### src/rtl/memshare_ibram_remap_loader.sv
// IB-RAM remap write sequencer: turns a stream of IB-LUT words into row-inner,
// column-outer remap writes replicated across every member of a share group.
module memshare_ibram_remap_loader #(
    parameter int QUAN_SIZE             = 4,
    parameter int SHARE_GROUP_SIZE      = 4,
    parameter int GP2_COL_SEL_WIDTH     = 3,
    parameter int ROW_ADDR_WIDTH        = 4,
    parameter int RANK_COL_ADDR_WIDTH   = GP2_COL_SEL_WIDTH * SHARE_GROUP_SIZE,
    parameter int IBRAM_REMAP_VEC_WIDTH = QUAN_SIZE * SHARE_GROUP_SIZE
) (
    input  logic                                       sys_clk,
    input  logic                                       rstn,
    input  logic                                       load_start_i,
    input  logic [GP2_COL_SEL_WIDTH-1:0]               col_base_i,
    input  logic [GP2_COL_SEL_WIDTH:0]                 col_count_i,
    input  logic                                       abort_i,
    input  logic [IBRAM_REMAP_VEC_WIDTH-1:0]           lut_word_i,
    input  logic                                       lut_valid_i,
    output logic                                       lut_ready_o,
    output logic [IBRAM_REMAP_VEC_WIDTH-1:0]           remap_dataIn_vec_o,
    output logic [RANK_COL_ADDR_WIDTH-1:0]             remap_colSel_vec_o,
    output logic [ROW_ADDR_WIDTH*SHARE_GROUP_SIZE-1:0] remap_rowAddr_vec_o,
    output logic                                       nRemap_en_o,
    output logic                                       busy_o,
    output logic                                       done_o
);

    localparam logic [ROW_ADDR_WIDTH-1:0]  ROW_LAST = '1;
    localparam logic [ROW_ADDR_WIDTH-1:0]  ROW_ONE  = 1;
    localparam logic [GP2_COL_SEL_WIDTH:0] CNT_ONE  = 1;

    typedef enum logic [1:0] {IDLE, LOAD, DONE} state_t;

    state_t                          state;
    state_t                          state_next;
    logic [GP2_COL_SEL_WIDTH-1:0]    col_base_q;
    logic [GP2_COL_SEL_WIDTH:0]      col_count_q;
    logic [GP2_COL_SEL_WIDTH:0]      col_cnt;
    logic [ROW_ADDR_WIDTH-1:0]       row_cnt;
    logic [GP2_COL_SEL_WIDTH-1:0]    col_now;
    logic [IBRAM_REMAP_VEC_WIDTH-1:0] data_q;
    logic [GP2_COL_SEL_WIDTH-1:0]    col_q;
    logic [ROW_ADDR_WIDTH-1:0]       row_q;
    logic                            n_en_q;
    logic                            start_ok;
    logic                            accept;
    logic                            last_beat;

    assign lut_ready_o = (state == LOAD);
    assign busy_o      = (state != IDLE);
    assign done_o      = (state == DONE);
    assign start_ok    = (state == IDLE) && load_start_i && !abort_i;
    // An abort in LOAD swallows any beat presented in the same cycle.
    assign accept      = lut_ready_o && lut_valid_i && !abort_i;
    assign last_beat   = accept && (row_cnt == ROW_LAST) &&
                         ((col_cnt + CNT_ONE) == col_count_q);
    assign col_now     = col_base_q + col_cnt[GP2_COL_SEL_WIDTH-1:0];

    always_ff @(posedge sys_clk or negedge rstn) begin
        if (!rstn) state <= IDLE;
        else       state <= state_next;
    end

    always_comb begin
        state_next = state;
        case (state)
            IDLE: if (start_ok) state_next = (col_count_i == '0) ? DONE : LOAD;
            LOAD: begin
                if (abort_i)        state_next = IDLE;
                else if (last_beat) state_next = DONE;
            end
            DONE:    state_next = IDLE;
            default: state_next = IDLE;
        endcase
    end

    always_ff @(posedge sys_clk or negedge rstn) begin
        if (!rstn) begin
            col_base_q  <= '0;
            col_count_q <= '0;
            col_cnt     <= '0;
            row_cnt     <= '0;
        end else if (start_ok) begin
            col_base_q  <= col_base_i;
            col_count_q <= col_count_i;
            col_cnt     <= '0;
            row_cnt     <= '0;
        end else if (accept) begin
            row_cnt <= row_cnt + ROW_ONE;
            if (row_cnt == ROW_LAST) col_cnt <= col_cnt + CNT_ONE;
        end
    end

    // Write port is registered: one cycle from accepted beat to the write strobe.
    always_ff @(posedge sys_clk or negedge rstn) begin
        if (!rstn) begin
            data_q <= '0;
            col_q  <= '0;
            row_q  <= '0;
            n_en_q <= 1'b1;
        end else begin
            n_en_q <= !accept;
            if (accept) begin
                data_q <= lut_word_i;
                col_q  <= col_now;
                row_q  <= row_cnt;
            end
        end
    end

    assign remap_dataIn_vec_o  = data_q;
    assign remap_colSel_vec_o  = {SHARE_GROUP_SIZE{col_q}};
    assign remap_rowAddr_vec_o = {SHARE_GROUP_SIZE{row_q}};
    assign nRemap_en_o         = n_en_q;

endmodule

### config.mk
export PLATFORM = sky130hd
export DESIGN_NAME = memshare_ibram_remap_loader
export DESIGN_NICKNAME = d
export VERILOG_FILES = /design/src/rtl/memshare_ibram_remap_loader.sv
export SDC_FILE = /design/constraint.sdc
export NUM_CORES = 1
export LEC_CHECK = 0
export CELL_PAD_IN_SITES_DETAIL_PLACEMENT = 0
export CELL_PAD_IN_SITES_GLOBAL_PLACEMENT = 2
export CORE_MARGIN = 4
export CORE_UTILIZATION = 23
export CTS_CLUSTER_DIAMETER = 60
export DETAILED_ROUTE_END_ITERATION = 8
export GPL_TIMING_DRIVEN = 0
export PLACE_DENSITY = 0.84
export SLEW_MARGIN = 40
export SYNTH_ARGS = -nofsm -noshare
export SYNTH_HDL_FRONTEND = slang
export SYNTH_SLANG_ARGS = --single-unit
export TNS_END_PERCENT = 20
### constraint.sdc
create_clock -name sys_clk -period 1.85 [get_ports sys_clk]
set_clock_uncertainty 0.2 [all_clocks]
set_input_delay 0.2775 -clock sys_clk [delete_from_list [all_inputs] [get_ports sys_clk]]
set_output_delay 0.2775 -clock sys_clk [all_outputs]
set_load 0.005 [all_outputs]
==> results.md <==
* Nets at 321
* Hold/Removal Path Class: in -> async
* Cell accounting for the most synthesized area: dfrtp_1
* Arr. time, crit path at 1.88 ns
* GRT overflow at 0
* Core region area at 8260 um^2
* Period utilization at 100%
* Layout area overhead at 52.5%
* RSZ-0062 raised after global routing: true
* First drt pass iteration count at 3
* Crit end category: register
* Via density at 4.03
* Switching share of power at 26.8%
* Max rail drop VDD at 0.000335 V
* TritonCTS clock tree: yes
* WL per Instance at 11.5 um
* Simple-Gate Fraction of Synth Area at 19.9%
* Antenna viol nets, final at 0
* Num rows at 33
* RD Place Congestion at 0.722
* Crit. Startpoint: abort_i
* Logic pwr share at 36.4%
* FFs w/ async S/R, synth at 100%
* Number of global-route vias before repair at 1696
* First-pass GRT wire length at 7920 um
* Final Worst Setup Slack at -0.00857 ns
* Max-slew headroom at 69.2%
* Fmax at 538 MHz
* Top FF cell, synth: dfrtp_1
* Endpoints failing hold at 0
* Failing checks: negative setup slack
* Setup CP Type: in -> reg
* Boundary Pins at 76
* Total CTS buffers at 5
* Fin crit period at 1.86 ns
* Largest family of logic cells by synthesized area: simple AND/OR/NAND/NOR gates
* N_diodes at 0
* Syn_nets at 233
* Hpwl dp at 3430 um
* Fin cells at 395
* Worst flop-to-flop path startpoint: state[1]
* Mean cell area of the mapped netlist at 9.75 um^2
* Total track usage at 9.86%
* Die Span X at 100 um
* CTS HTree Levels at 2
* Mux contribution to synthesized area at 3.45%
* Initial core utilization at 23.7%
* Leak at 1.40 nW
* DRT Wirelength at 4550 um
* Final setup fails at 1
* Seq pwr share at 43.3%
* Max-slew violations at 0
* NetSw at 0.000752 W
* Yosys top cell area share at 51.1%
* Die Ht at 100 um
* Outcome: finished, violations left
* Final Instance Area at 2990 um^2
* Most frequent cell after synthesis: nand2_1
* DP Area at 2870 um^2
* Commonest cells in the netlist: nand2_1, dfrtp_1, buf_4
* Via count at 1593
* I/O Buffers at 75
* Synth Area in Compound Gates at 5.68%
* Worst EP required at 1.87 ns
* Post-synth EDFFs at 0
* Layout cell share with drive strength beyond 1 at 23.1%
* Worst skew pair latency at 0.29 ns
* Yosys warning total at 0
* CTS sink cnt at 41
* Largest net degree at the start of global routing at 26
* Synth unique cells at 32
* Seq/Total Area, Yosys at 52.4%
* Worst Setup Start Kind: primary input
* Clock slew at reported path FFs at 0.08 ns
* Number of cells after detailed placement at 382
* Register bit count reported by yosys at 41
* DRT iter0 DRCs at 56
* Post-Synth XOR/XNOR Area at 4.28%
* Post-synthesis cell area at 1960 um^2
* Initial antenna violation count at 0
* Internal power at 0.00205 W
* Max cap viols at 0
* DRC viols at 0
* Synth Area in Adders at 2.94%
* Clock power frac at 20.4%
* Post-layout util at 36.2%
* Root buf cell: clkbuf_8
* Cells after Synth at 201
* Die area at 10100 um^2
* Longest Clk Path Bufs at 2
* CP max FO at 10
* Worst-margin pin slew at 0.462 ns
* Top cells by area, synth: dfrtp_1, nand2_1, buf_4
* Power Density at 937 nW/um^2
-- final timing paths --
check / endpoint / depth (start not counted) / slack [ns]
max: col_cnt[3] / 6 / -0.009
min: state[0] / 2 / 0.18
max reg2reg: col_cnt[3] / 5 / 0
min reg2reg: remap_dataIn_vec_o[12] / 2 / 0.27
max in group asynchronous: nRemap_en_o / 3 / 0.79
min in group sys_clk: remap_dataIn_vec_o[12] / 2 / 0.27
-- critical path, cell delays in order --
cell             delay, ns
clkdlybuf4s50_1       0.48
and4bb_1              0.30
buf_6                 0.13
inv_6                 0.05
or4_1                 0.50
a21oi_1               0.14
-- sequential cells by signal, indices dropped and copies added, names as in the netlist --
name,flops
state,2
nRemap_en_o,1
remap_dataIn_vec_o,16
row_q,4
col_base_q,3
row_cnt,4
col_count_q,4
col_q,3
col_cnt,4
-- final cells by class --
type	instances	area, um^2
fill	850	5270
inverter	7	31.3
sequential	41	1030
timing repair buffer	82	786
multi-input combinational	125	734
clock buffer	6	72.6
tap	105	131
clock inverter	2	10.0
buffer	27	191
-- layout by cell type (no fill, tap or decap), types with 2 or more instances in the layout --
cell / n
clkbuf_1: 3
nor2b_1: 3
dfrtp_2: 3
inv_1: 6
o21ai_0: 7
clkbuf_2: 2
clkdlybuf4s50_1: 60
mux2_2: 6
a21oi_1: 6
dfrtp_1: 37
xor2_1: 2
xnor2_1: 5
nand2_1: 68
o31ai_1: 3
clkinv_2: 2
nand3_1: 4
buf_4: 38
dlygate4sd2_1: 2
clkbuf_8: 5
or3_1: 2
ha_1: 3
-- stage by stage --
stage	TNS (ns)	hold slack, ns	total power [W]	worst slack (ns)
floorplan	0	-0.218	0.00162	0.123
global placement	-50.75	0.258	0.00226	-0.892
detailed placement	-12.46	-0.0363	0.00229	-0.366
CTS	-0.00330	0.189	0.00289	-0.00330
global route	-0.710	0.200	0.00302	-0.0822
finish	-0.00857	0.177	0.00280	-0.00857
-- metal layers --
layer | track usage (%) | up-vias | wire length [um] | share of wire, %
met1 | 11.7 | 735 | 1900 | 42
met3 | 3.47 | 6 | 353 | 7.8
met5 | 0 | - | 0 | 0
met2 | 16.6 | 47 | 2250 | 49
met4 | 3.11 | 0 | 53 | 1.2
li1 | - | 805 | - | -
-- what timing repair did --
item	4_1_cts	5_1_grt
gates resized for setup	9	17
endpoints found under the hold margin	40	0
buffers inserted	5	0
hold buffers	1	0
pin swaps	3	1
setup endpoints to repair	29	37
-- cell families after synthesis --
logic type / count (synthesis)
AOI/OAI and AO/OA: 19
xor gates and xnor gates: 8
adders and majority gates: 4
buffers and inverters: 35
DFF: 41
muxes: 6
and+or+nand+nor: 88
-- power by group through the flow --
stage                     logic [W]  registers [W]  clock network [W]
after global routing        0.00113        0.00125           0.000640
after CTS                   0.00107        0.00122           0.000601
after global placement      0.00104        0.00123                  0
after detailed placement    0.00106        0.00124                  0
final                       0.00102        0.00121           0.000570
after floorplan            0.000395        0.00123                  0
Power figures use the tool's default switching activity.
